File: src/rtl/lsu_pkg.sv
// Shared types and constants for the RV32I load/store memory stage.
// Covers funct3 encodings, FSM states, error codes and access-legality helpers.
package lsu_pkg;

  localparam int XLEN = 32;

  localparam logic [2:0] F3_B  = 3'b000;
  localparam logic [2:0] F3_H  = 3'b001;
  localparam logic [2:0] F3_W  = 3'b010;
  localparam logic [2:0] F3_BU = 3'b100;
  localparam logic [2:0] F3_HU = 3'b101;

  typedef enum logic [1:0] {
    ST_IDLE = 2'd0,
    ST_REQ  = 2'd1,
    ST_WAIT = 2'd2,
    ST_RESP = 2'd3
  } lsu_state_t;

  typedef enum logic [1:0] {
    ERR_NONE     = 2'b00,
    ERR_MISALIGN = 2'b01,
    ERR_FUNCT3   = 2'b10,
    ERR_TIMEOUT  = 2'b11
  } lsu_err_t;

  function automatic logic f3_legal(input logic store, input logic [2:0] f3);
    if (store) return (f3 == F3_B) || (f3 == F3_H) || (f3 == F3_W);
    return (f3 == F3_B) || (f3 == F3_H) || (f3 == F3_W) ||
           (f3 == F3_BU) || (f3 == F3_HU);
  endfunction

  function automatic logic f3_misaligned(input logic [2:0] f3, input logic [1:0] off);
    case (f3)
      F3_H, F3_HU: return off[0];
      F3_W:        return off != 2'b00;
      default:     return 1'b0;
    endcase
  endfunction

endpackage

File: src/rtl/lsu_mem_stage_if.sv
// Single-outstanding req/gnt/rvalid data-memory port.
// The LSU is the master; the memory (or bench model) is the slave.
interface lsu_mem_stage_if #(parameter int WIDTH = 32);
  logic             mem_req;
  logic             mem_we;
  logic [WIDTH-1:0] mem_addr;
  logic [3:0]       mem_wstrb;
  logic [WIDTH-1:0] mem_wdata;
  logic             mem_gnt;
  logic             mem_rvalid;
  logic [WIDTH-1:0] mem_rdata;

  modport master (
    output mem_req, mem_we, mem_addr, mem_wstrb, mem_wdata,
    input  mem_gnt, mem_rvalid, mem_rdata
  );

  modport slave (
    input  mem_req, mem_we, mem_addr, mem_wstrb, mem_wdata,
    output mem_gnt, mem_rvalid, mem_rdata
  );
endinterface

File: src/rtl/lsu_load_align.sv
// Selects the addressed byte/half of a loaded word and sign- or zero-extends it.
module lsu_load_align
  import lsu_pkg::*;
(
  input  logic [31:0] i_rdata,
  input  logic [1:0]  i_off,
  input  logic [2:0]  i_funct3,
  output logic [31:0] o_data
);

  logic [7:0]  w_byte;
  logic [15:0] w_half;

  always_comb begin
    w_byte = i_rdata[{i_off, 3'b000} +: 8];
    w_half = i_rdata[{i_off[1], 4'b0000} +: 16];
    case (i_funct3)
      F3_B:    o_data = {{24{w_byte[7]}}, w_byte};
      F3_BU:   o_data = {24'd0, w_byte};
      F3_H:    o_data = {{16{w_half[15]}}, w_half};
      F3_HU:   o_data = {16'd0, w_half};
      default: o_data = i_rdata;
    endcase
  end

endmodule

File: src/rtl/lsu_mem_stage.sv
// RV32I load/store stage: checks the access, runs one memory transaction with a
// bus timeout and returns extended load data or store completion to writeback.
module lsu_mem_stage
  import lsu_pkg::*;
#(
  parameter int WIDTH   = 32,
  parameter int TIMEOUT = 255
) (
  input  logic              clk,
  input  logic              rst,
  input  logic              in_valid,
  output logic              in_ready,
  input  logic              in_store,
  input  logic [2:0]        in_funct3,
  input  logic [WIDTH-1:0]  in_addr,
  input  logic [WIDTH-1:0]  in_wdata,
  input  logic [4:0]        in_rd,
  lsu_mem_stage_if.master   mem,
  output logic              out_valid,
  input  logic              out_ready,
  output logic [WIDTH-1:0]  out_data,
  output logic [4:0]        out_rd,
  output logic              out_we,
  output logic              out_err,
  output logic [1:0]        out_err_code
);

  localparam logic [7:0] TO_LAST = 8'(TIMEOUT - 1);

  // state | meaning
  // IDLE  | ready for a new access
  // REQ   | mem_req high, waiting for mem_gnt
  // WAIT  | load granted, waiting for mem_rvalid
  // RESP  | result presented until out_ready
  lsu_state_t       r_state, w_next;
  logic             r_store;
  logic [2:0]       r_funct3;
  logic [WIDTH-1:0] r_addr;
  logic [4:0]       r_rd;
  logic [3:0]       r_wstrb;
  logic [WIDTH-1:0] r_wdata;
  logic [7:0]       r_cnt;
  logic [WIDTH-1:0] r_out_data;
  logic             r_out_we;
  lsu_err_t         r_err_code;

  lsu_err_t         w_code;
  logic [3:0]       w_wstrb;
  logic [WIDTH-1:0] w_wdata;
  logic [WIDTH-1:0] w_load_data;
  logic             w_tc;

  assign w_tc = (r_cnt == TO_LAST);

  always_comb begin
    if (!f3_legal(in_store, in_funct3))
      w_code = ERR_FUNCT3;
    else if (f3_misaligned(in_funct3, in_addr[1:0]))
      w_code = ERR_MISALIGN;
    else
      w_code = ERR_NONE;
  end

  // Lanes are computed at accept so the bus fields come straight from flops.
  always_comb begin
    w_wstrb = 4'b1111;
    w_wdata = in_wdata;
    case (in_funct3)
      F3_B: begin
        w_wstrb = 4'b0001 << in_addr[1:0];
        w_wdata = {4{in_wdata[7:0]}};
      end
      F3_H: begin
        w_wstrb = 4'b0011 << in_addr[1:0];
        w_wdata = {2{in_wdata[15:0]}};
      end
      default: ;
    endcase
    if (!in_store) w_wstrb = 4'b0000;
  end

  lsu_load_align u_load_align (
    .i_rdata  (mem.mem_rdata),
    .i_off    (r_addr[1:0]),
    .i_funct3 (r_funct3),
    .o_data   (w_load_data)
  );

  always_ff @(posedge clk) begin
    if (rst) r_state <= ST_IDLE;
    else     r_state <= w_next;
  end

  always_comb begin
    w_next       = r_state;
    in_ready     = 1'b0;
    mem.mem_req  = 1'b0;
    out_valid    = 1'b0;
    case (r_state)
      ST_IDLE: begin
        in_ready = 1'b1;
        if (in_valid) w_next = (w_code == ERR_NONE) ? ST_REQ : ST_RESP;
      end
      ST_REQ: begin
        mem.mem_req = 1'b1;
        if (mem.mem_gnt) w_next = r_store ? ST_RESP : ST_WAIT;
        else if (w_tc)   w_next = ST_RESP;
      end
      ST_WAIT: begin
        if (mem.mem_rvalid || w_tc) w_next = ST_RESP;
      end
      ST_RESP: begin
        out_valid = 1'b1;
        if (out_ready) w_next = ST_IDLE;
      end
      default: w_next = ST_IDLE;
    endcase
  end

  always_ff @(posedge clk) begin
    if (rst) begin
      r_cnt <= '0;
    end else if ((w_next != r_state) && ((w_next == ST_REQ) || (w_next == ST_WAIT))) begin
      r_cnt <= '0;
    end else if ((r_state == ST_REQ) || (r_state == ST_WAIT)) begin
      r_cnt <= r_cnt + 8'd1;
    end
  end

  always_ff @(posedge clk) begin
    if (rst) begin
      r_store    <= 1'b0;
      r_funct3   <= 3'd0;
      r_addr     <= '0;
      r_rd       <= 5'd0;
      r_wstrb    <= 4'd0;
      r_wdata    <= '0;
      r_out_data <= '0;
      r_out_we   <= 1'b0;
      r_err_code <= ERR_NONE;
    end else begin
      case (r_state)
        ST_IDLE: if (in_valid) begin
          r_store    <= in_store;
          r_funct3   <= in_funct3;
          r_addr     <= in_addr;
          r_rd       <= in_rd;
          r_wstrb    <= w_wstrb;
          r_wdata    <= w_wdata;
          r_out_data <= '0;
          r_out_we   <= 1'b0;
          r_err_code <= w_code;
        end
        ST_REQ: if (!mem.mem_gnt && w_tc) r_err_code <= ERR_TIMEOUT;
        ST_WAIT: begin
          if (mem.mem_rvalid) begin
            r_out_data <= w_load_data;
            r_out_we   <= 1'b1;
          end else if (w_tc) begin
            r_err_code <= ERR_TIMEOUT;
          end
        end
        default: ;
      endcase
    end
  end

  assign mem.mem_we    = r_store;
  assign mem.mem_addr  = {r_addr[WIDTH-1:2], 2'b00};
  assign mem.mem_wstrb = r_wstrb;
  assign mem.mem_wdata = r_wdata;

  assign out_data     = r_out_data;
  assign out_rd       = r_rd;
  assign out_we       = r_out_we;
  assign out_err      = (r_err_code != ERR_NONE);
  assign out_err_code = r_err_code;

endmodule

File: src/flat_wrapper.sv
// flat-port wrapper written by rule: the top's interface ports become plain ports
module lsu_mem_stage_flat import lsu_pkg::*;
#(
  parameter int WIDTH   = 32,
  parameter int TIMEOUT = 255
)
  (clk, rst, in_valid, in_ready, in_store, in_funct3, in_addr, in_wdata, in_rd, out_valid, out_ready, out_data, out_rd, out_we, out_err, out_err_code, mem_mem_req, mem_mem_we, mem_mem_addr, mem_mem_wstrb, mem_mem_wdata, mem_mem_gnt, mem_mem_rvalid, mem_mem_rdata);
  lsu_mem_stage_if #(.WIDTH(WIDTH)) mem_i ();
  input  logic clk;
  input  logic rst;
  input  logic in_valid;
  output logic in_ready;
  input  logic in_store;
  input  logic [2:0] in_funct3;
  input  logic [WIDTH-1:0] in_addr;
  input  logic [WIDTH-1:0] in_wdata;
  input  logic [4:0] in_rd;
  output logic out_valid;
  input  logic out_ready;
  output logic [WIDTH-1:0] out_data;
  output logic [4:0] out_rd;
  output logic out_we;
  output logic out_err;
  output logic [1:0] out_err_code;
  output wire logic [$bits(mem_i.mem_req)-1:0] mem_mem_req;
  output wire logic [$bits(mem_i.mem_we)-1:0] mem_mem_we;
  output wire logic [$bits(mem_i.mem_addr)-1:0] mem_mem_addr;
  output wire logic [$bits(mem_i.mem_wstrb)-1:0] mem_mem_wstrb;
  output wire logic [$bits(mem_i.mem_wdata)-1:0] mem_mem_wdata;
  input wire logic [$bits(mem_i.mem_gnt)-1:0] mem_mem_gnt;
  input wire logic [$bits(mem_i.mem_rvalid)-1:0] mem_mem_rvalid;
  input wire logic [$bits(mem_i.mem_rdata)-1:0] mem_mem_rdata;
  assign mem_mem_req = mem_i.mem_req;
  assign mem_mem_we = mem_i.mem_we;
  assign mem_mem_addr = mem_i.mem_addr;
  assign mem_mem_wstrb = mem_i.mem_wstrb;
  assign mem_mem_wdata = mem_i.mem_wdata;
  assign mem_i.mem_gnt = mem_mem_gnt;
  assign mem_i.mem_rvalid = mem_mem_rvalid;
  assign mem_i.mem_rdata = mem_mem_rdata;
  lsu_mem_stage #(.WIDTH(WIDTH), .TIMEOUT(TIMEOUT)) u_core (.clk(clk), .rst(rst), .in_valid(in_valid), .in_ready(in_ready), .in_store(in_store), .in_funct3(in_funct3), .in_addr(in_addr), .in_wdata(in_wdata), .in_rd(in_rd), .mem(mem_i), .out_valid(out_valid), .out_ready(out_ready), .out_data(out_data), .out_rd(out_rd), .out_we(out_we), .out_err(out_err), .out_err_code(out_err_code));
endmodule
File: config.mk
export PLATFORM = sky130hd
export DESIGN_NAME = lsu_mem_stage_flat
export DESIGN_NICKNAME = d
export VERILOG_FILES = /design/src/rtl/lsu_pkg.sv /design/src/rtl/lsu_mem_stage_if.sv /design/src/rtl/lsu_load_align.sv /design/src/rtl/lsu_mem_stage.sv /design/src/flat_wrapper.sv
export SDC_FILE = /design/constraint.sdc
export NUM_CORES = 1
export LEC_CHECK = 0
export CAP_MARGIN = 20
export CORE_MARGIN = 1.5
export CORE_UTILIZATION = 40
export DETAILED_ROUTE_END_ITERATION = 8
export PLACE_DENSITY = 0.82
export REMOVE_ABC_BUFFERS = 1
export SYNTH_ARGS = -nofsm -noshare
export SYNTH_HDL_FRONTEND = slang
export SYNTH_SLANG_ARGS = --single-unit
File: constraint.sdc
create_clock -name clk -period 2.25 [get_ports clk]
set_clock_uncertainty 0.2 [all_clocks]
set_input_delay 0.45 -clock clk [delete_from_list [all_inputs] [get_ports clk]]
set_output_delay 0.45 -clock clk [all_outputs]
set_load 0.01 [all_outputs]
==> out/metrics.cfg, run 1 <==
[global_route]
first_global_vias=5360
grt_first_pass_wirelength_mm=26.6
largest_net_degree_at_the_start_of_global_routing=62
grt_util_all_layers=0.229
antenna_found_initial=0
globalRoute.totalOverflow=0

[cts]
cts_max_path_buffers=2
cts_buffers=17
clkSlewWorstSetupHoldPaths_ns=0.05
clock-sinks=122
cts.htree.levels=4
clock_tree.root_cell=clkbuf_16
tritoncts=done
clkLatencyLatePin_ns=0.41

[synthesis]
syn-instance-count=693
syn_area_sq_um=5650
syn_area_per_cell_sq_um=8.16
synthesis.yosys.warnings=0
netlist_top_cells_area=dfxtp_1 (43%), nand2_1 (11%), a21oi_1 (7.4%)
seq_area_frac_synth=0.432
yosys.cell_count.top_type=nand2_1
yosys.area.top_type=dfxtp_1
synth_top_area_share=0.432
asyncSetResetFlopFracSynth=0
number_of_flops_mapped_to_enable_cells_by_yosys=0
yosys.cell_types.count=54
yosys_most_used_dff=dfxtp_1
synth_commonest_cells=nand2_1 (169), dfxtp_1 (122), a21oi_1 (84)
ys_ff_latch=122

[hold_path]
hold_start=u_core.out_data[31]
min_delay_path_depth=2
type_of_the_worst_min_delay_path=reg -> reg

[worst_setup_path]
setup.worst_path.start_class=register
critical_path_peak_fanout=6
critical-path-slowest-cell=dfxtp_2
timing.critical_path.slowest_cell_delay_ns=0.35
critPathLaunch=u_core.r_state[1]
critPathTopFamily=buffers and inverters
crit_path_cell_trace=inv_2 > ha_2 > buf_4 > clkdlybuf4s15_1
crit_required_ns=1.60
cp.buffers_inverters=3
r2r_slack_ns=0.11
criticalPathCategory=reg -> out
cp.arrival_ns=1.52
cp_num_cells=4
crit-reg2reg-launch=u_core.r_state[0]
worstSetupEndpointType=output port
rr_worst_depth=8

[placed_design]
place_worst_setup_slack_ns=-0.192
dp_hpwl_mm=12.0
postPlaceCellArea_sq_um=8020
routabilityCongestion=0.859
buffers_added_on_ports=221

[floorplanning]
floorplan.rows=43
initial_utilization=0.409
fp.coreArea_sq_um=13800
fp.dieArea_sq_um=14900
die_x_um=122
die_height_um=122
io_pins=224

[cells_and_area]
fill_cells=1207
sequential_cell_area_sq_um=2440
syn2layout_area_growth_pct=52.5
design.final.nets=1016
post_route_cells_drive_above_1_share=0.129
num_antenna_cells=0
finish.instance_area_sq_um=8620
multiInputGateArea_sq_um=2750

[route]
drt-wirelength-per-cell_um=15.5
drc=0
route.final.wire_length_mm=16.9
dr_total_vias=5569
post_drt_via_cell_ratio=5.11
ant_nets=0
drt_first_iter_violations=428
drt_pass1_iterations=5

[power_and_ir_drop]
leakage_power_nw=3.22
ir_worst_vdd_uv=822
power-per-cell-area_nw_per_um2=1030

[sta]
final_period_minus_worst_setup_slack_ns=2.17
grt_setup_unrepaired=yes
finalHoldViolations=0
fin_crit_sh=0.966
report.final.setup_viol=0
final_max_slew_viol_count=0
relSlewSlack=0.324
fin_ws_ns=0.0759
tightest_slew_ns=1.01
maxClockFrequency_ghz=0.460
finalSetupTns_ns=0

[status]
outcome=complete, no violations

[flow_run]
cap_viol_max_count=0

state kept, by name, indices dropped and copies added, names as in the netlist:
name                  count
u_core.mem.mem_wdata     32
u_core.mem.mem_we         1
u_core.mem.mem_wstrb      4
u_core.out_data          32
u_core.out_err_code       2
u_core.out_rd             5
u_core.out_we             1
u_core.r_addr            32
u_core.r_cnt              8
u_core.r_funct3           3
u_core.r_state            2
final timing paths:
check / to
setup / recovery: in_ready
hold reg to reg: u_core.out_data[31]
setup reg to reg: u_core.r_cnt[3]
hold / removal: u_core.out_data[31]
placed cells by master (no fill, tap or decap), types with 8 or more instances in the layout:
cell               n
clkbuf_16         17
o21ai_0           24
nand2b_1          11
buf_4             45
mux2i_1           17
mux2_2             8
inv_1             10
a21oi_1           84
a211oi_1           8
clkdlybuf4s50_1  217
o21ai_2           10
nor2_1            35
dfxtp_1          121
o211ai_1          10
a311oi_1           8
nand2_1          168
logic make-up (layout without fill, tap and decap cells):
| logic type | Yosys count | after routing | synth area share |
|---|---|---|---|
| compound gates | 182 | 182 | 0.205 |
| xor+xnor | 7 | 7 | 0.0108 |
| other cells | 1 | 2 | 0.000663 |
| simple gates | 255 | 255 | 0.194 |
| flops | 122 | 122 | 0.432 |
| buf+inv | 93 | 309 | 0.0903 |
| mux | 27 | 27 | 0.0540 |
| fa+ha+maj | 6 | 6 | 0.0133 |
stage by stage:
stage                     hold WS, ns  cells  total power [mW]   util
after floorplan                 0.244    612              4.45      -
after global placement          0.235   1060              6.15  0.580
after detailed placement        0.244   1060              6.20  0.580
after CTS                       0.251   1090              8.88  0.621
after global routing            0.271   1090              9.40  0.624
final                           0.251   1090              8.87  0.624
report_power, final:
group          leakage (nW)  switching (mW)  internal, mW
Combinational          1.94            1.82          1.67
Clock                 0.278           0.932          1.69
Sequential            0.997           0.214          2.54
Total                  3.22            2.97          5.90
worst register-to-register path, delay by kind of cell (launching register included):
| family | cells | cell delay, ns |
|---|---|---|
| adders and majority gates | 1 | 0.27 |
| and+or+nand+nor | 1 | 0.31 |
| DFF | 1 | 0.33 |
| buffers and inverters | 2 | 0.26 |
| AOI/OAI and AO/OA | 4 | 0.67 |
layout make-up:
| cell class | instances | area share |
|---|---|---|
| inverter | 11 | 0.00479 |
| clock buffer | 22 | 0.0550 |
| sequential | 122 | 0.283 |
| timing repair buffer | 268 | 0.301 |
| tap | 180 | 0.0261 |
| multi-input combinational | 479 | 0.318 |
| clock inverter | 8 | 0.0110 |
repair_timing:
item	CTS	global route
pin swaps	0	1
hold buffers	0	0
gates resized for setup	8	7
endpoints found under the setup margin	11	9
setup buffers	0	0
metal layers:
metal / share of wire / vias to the layer above / global-route usage / wire, um
li1: - / 2767 / - / -
met1: 0.42 / 2575 / 0.283 / 7150
met2: 0.48 / 196 / 0.374 / 8110
met3: 0.074 / 31 / 0.0632 / 1260
met4: 0.025 / 0 / 0.0971 / 430
met5: 0 / - / 0 / 0
(Power assumes the default switching activity.)
==> inputs of run 2 (changes only) <==
--- a/config.mk
+++ b/config.mk
@@ -6,10 +6,12 @@
 export NUM_CORES = 1
 export LEC_CHECK = 0
 export CAP_MARGIN = 20
+export CELL_PAD_IN_SITES_DETAIL_PLACEMENT = 1
+export CELL_PAD_IN_SITES_GLOBAL_PLACEMENT = 1
 export CORE_MARGIN = 1.5
-export CORE_UTILIZATION = 40
+export CORE_UTILIZATION = 28
 export DETAILED_ROUTE_END_ITERATION = 8
-export PLACE_DENSITY = 0.82
+export PLACE_DENSITY = 0.81
 export REMOVE_ABC_BUFFERS = 1
 export SYNTH_ARGS = -nofsm -noshare
 export SYNTH_HDL_FRONTEND = slang
==> constraint.sdc (replaced) <==
create_clock -name clk -period 2.25 [get_ports clk]
set_clock_uncertainty 0.2 [all_clocks]
set_input_delay 0.225 -clock clk [delete_from_list [all_inputs] [get_ports clk]]
set_output_delay 0.225 -clock clk [all_outputs]
set_load 0.01 [all_outputs]
==> out/metrics.cfg, run 2 (synthesized netlist as in run 1, its figures left out) <==
[route]
drt_first_iter_violations=164  ; -62%
route.final.wire_length_mm=20.2  ; +19%
drt-wirelength-per-cell_um=17.3  ; +11%
post_drt_via_cell_ratio=4.85  ; -5.2%
drc=0  ; unchanged
ant_nets=0  ; unchanged
drt_pass1_iterations=4  ; -1
dr_total_vias=5665  ; +1.7%

[cells_and_area]
num_antenna_cells=0  ; unchanged
final_cell_mix=clkdlybuf4s50_1 (219), nand2_1 (168), dfxtp_1 (121), a21oi_1 (84), buf_4 (38)
multiInputGateArea_sq_um=2790  ; +1.6%
post_route_cells_drive_above_1_share=0.125  ; -0.00357
fill_cells=2338  ; +94%
layout.core_utilization=0.444  ; -0.179
design.final.nets=1009  ; -0.69%
syn2layout_area_growth_pct=54.5
most_frequent_standard_cell_in_the_layout_excluding_fill_and_tap_cells=clkdlybuf4s50_1
sequential_cell_area_sq_um=2440  ; unchanged

[cts]
tritoncts=done
cts.htree.levels=4  ; unchanged
clock-sinks=122  ; unchanged
cts_hold_fix_bufs=0  ; unchanged
clock_tree.root_cell=clkbuf_16
cts_max_path_buffers=2  ; unchanged
cts_buffers=17  ; unchanged
clkLatencyLatePin_ns=0.41  ; about the same
clkSlewWorstSetupHoldPaths_ns=0.05  ; about the same

[global_route]
antenna_found_initial=0  ; unchanged
largest_net_degree_at_the_start_of_global_routing=62  ; unchanged
grt_util_all_layers=0.189  ; -0.0395
globalRoute.totalOverflow=0  ; unchanged
grt_first_pass_wirelength_mm=31.5  ; +18%
first_global_vias=5718  ; +6.7%

[power_and_ir_drop]
power.share.sequential=0.303  ; -0.007
pwr-share-comb=0.399  ; +0.005
power-per-cell-area_nw_per_um2=1040  ; +1.5%
leakage_power_nw=3.19  ; -0.76%
finalPower_mw=9.12  ; +2.8%
power_frac_clock=0.298  ; +0.002
power_dissipated_by_switching_net_loads_mw=3.13  ; +5.4%
internal_power_mw=5.99  ; +1.5%
ir_worst_vdd_uv=782  ; -4.9%
switching_share_of_power=0.343  ; +0.00831

[sta]
fin_crit_sh=0.970  ; +0.00359
grt_setup_unrepaired=yes
final_period_minus_worst_setup_slack_ns=2.18  ; +0.00808 ns
final_max_slew_viol_count=0  ; unchanged
finalHoldViolations=0  ; unchanged
tightest_slew_ns=0.716  ; -0.295 ns
relSlewSlack=0.523  ; +0.199
maxClockFrequency_ghz=0.458  ; -0.37%
report.final.setup_viol=0  ; unchanged

[floorplanning]
die_height_um=145  ; +19%
io_pins=224  ; unchanged
fp.coreArea_sq_um=19700  ; +42%
floorplan.rows=51  ; +19%
die_x_um=145  ; +19%
initial_utilization=0.288  ; -0.121
fp.dieArea_sq_um=21100  ; +42%

[worst_setup_path]
cp.buffers_inverters=2  ; -1
critical_path_peak_fanout=9  ; +3
cp.arrival_ns=2.29  ; +0.77 ns
crit_required_ns=2.36  ; +0.76 ns
r2r_slack_ns=0.07  ; -0.04 ns
critical-path-slowest-cell=dfxtp_2
worstSetupEndpointType=register
timing.critical_path.slowest_cell_delay_ns=0.37  ; +0.02 ns
critPathTopFamily=compound AO/OA/AOI/OAI gates
setup.worst_path.start_class=register
criticalPathCategory=reg -> reg
crit_path_cell_trace=inv_1 > ha_1 > buf_4 > a21o_1 > a31oi_2 > a31oi_1 > o211a_4 > nor4_2

[placed_design]
buffers_added_on_ports=221  ; unchanged
dp_hpwl_mm=14.6  ; +21%
routabilityCongestion=0.830  ; -3.5%

[status]
outcome=complete, no violations

[flow_run]
cap_viol_max_count=0  ; unchanged

[hold_path]
type_of_the_worst_min_delay_path=in -> reg

run 2: cell types whose count changed in the layout (fill, tap and decap cells not counted), moves of 2 or more:
cell,delta
nor4_2,+3
nor2b_1,-2
buf_4,-7
clkdlybuf4s50_1,+2
nor4_1,-3
run 2: layer usage:
metal	GRT usage	part of all wire	vias to the layer above
li1	-	-	2762
met1	0.227	0.44	2719
met2	0.323	0.49	160
met3	0.0588	0.057	24
met4	0.0561	0.019	0
met5	0	0	-
run 2: metrics by stage:
step                      instance area [sq um]  setup WS (ns)  std cells  hold WS, ns  setup TNS (ns)
after floorplan                            5190         -0.778        612       0.0941          -62.77
after global placement                     8050         -0.110       1135        0.238           -1.40
after detailed placement                   8050         -0.209       1135        0.241           -3.51
after CTS                                  8640        0.00789       1166        0.128               0
after global routing                       8730        -0.0431       1169       0.0981          -0.211
final                                      8730         0.0678       1169        0.105               0
run 2: cell type report:
class	count	area share
Tap cell	265	0.0380
Clock buffer	24	0.0563
Sequential cell	122	0.280
Clock inverter	7	0.0103
Inverter	11	0.00473
Multi-Input combinational cell	479	0.319
Timing Repair Buffer	261	0.292
run 2: tightest hold or removal path: cells and delay by family:
family / cells / cell delay, ns
buf+inv: 1 / 0.14
simple gates: 1 / 0.08
compound gates: 1 / 0.21
run 2: power by group through the flow:
stage | clock network (mW) | logic (mW) | registers (mW)
floorplan | 0 | 1.48 | 2.97
global placement | 0 | 3.41 | 2.78
detailed placement | 0 | 3.48 | 2.80
CTS | 2.79 | 3.51 | 2.76
global route | 2.89 | 3.96 | 2.81
finish | 2.72 | 3.64 | 2.76
run 2: worst paths after layout:
kind / from / endpoint / depth (start not counted)
setup reg to reg: u_core.r_state[1] / u_core.r_cnt[6] / 8
hold / removal: rst / u_core.out_data[10] / 3
setup / recovery: u_core.r_state[1] / u_core.r_cnt[6] / 8
hold reg to reg: u_core.mem.mem_wstrb[0] / u_core.mem.mem_wstrb[0] / 2
run 2: repair_timing:
action | in CTS | in global routing
endpoints found under the hold margin | 0 | 0
pin swaps | 0 | 3
setup buffers | 0 | 2
cloned | 0 | 0
resized for setup | 5 | 13
setup endpoints to repair | 22 | 17
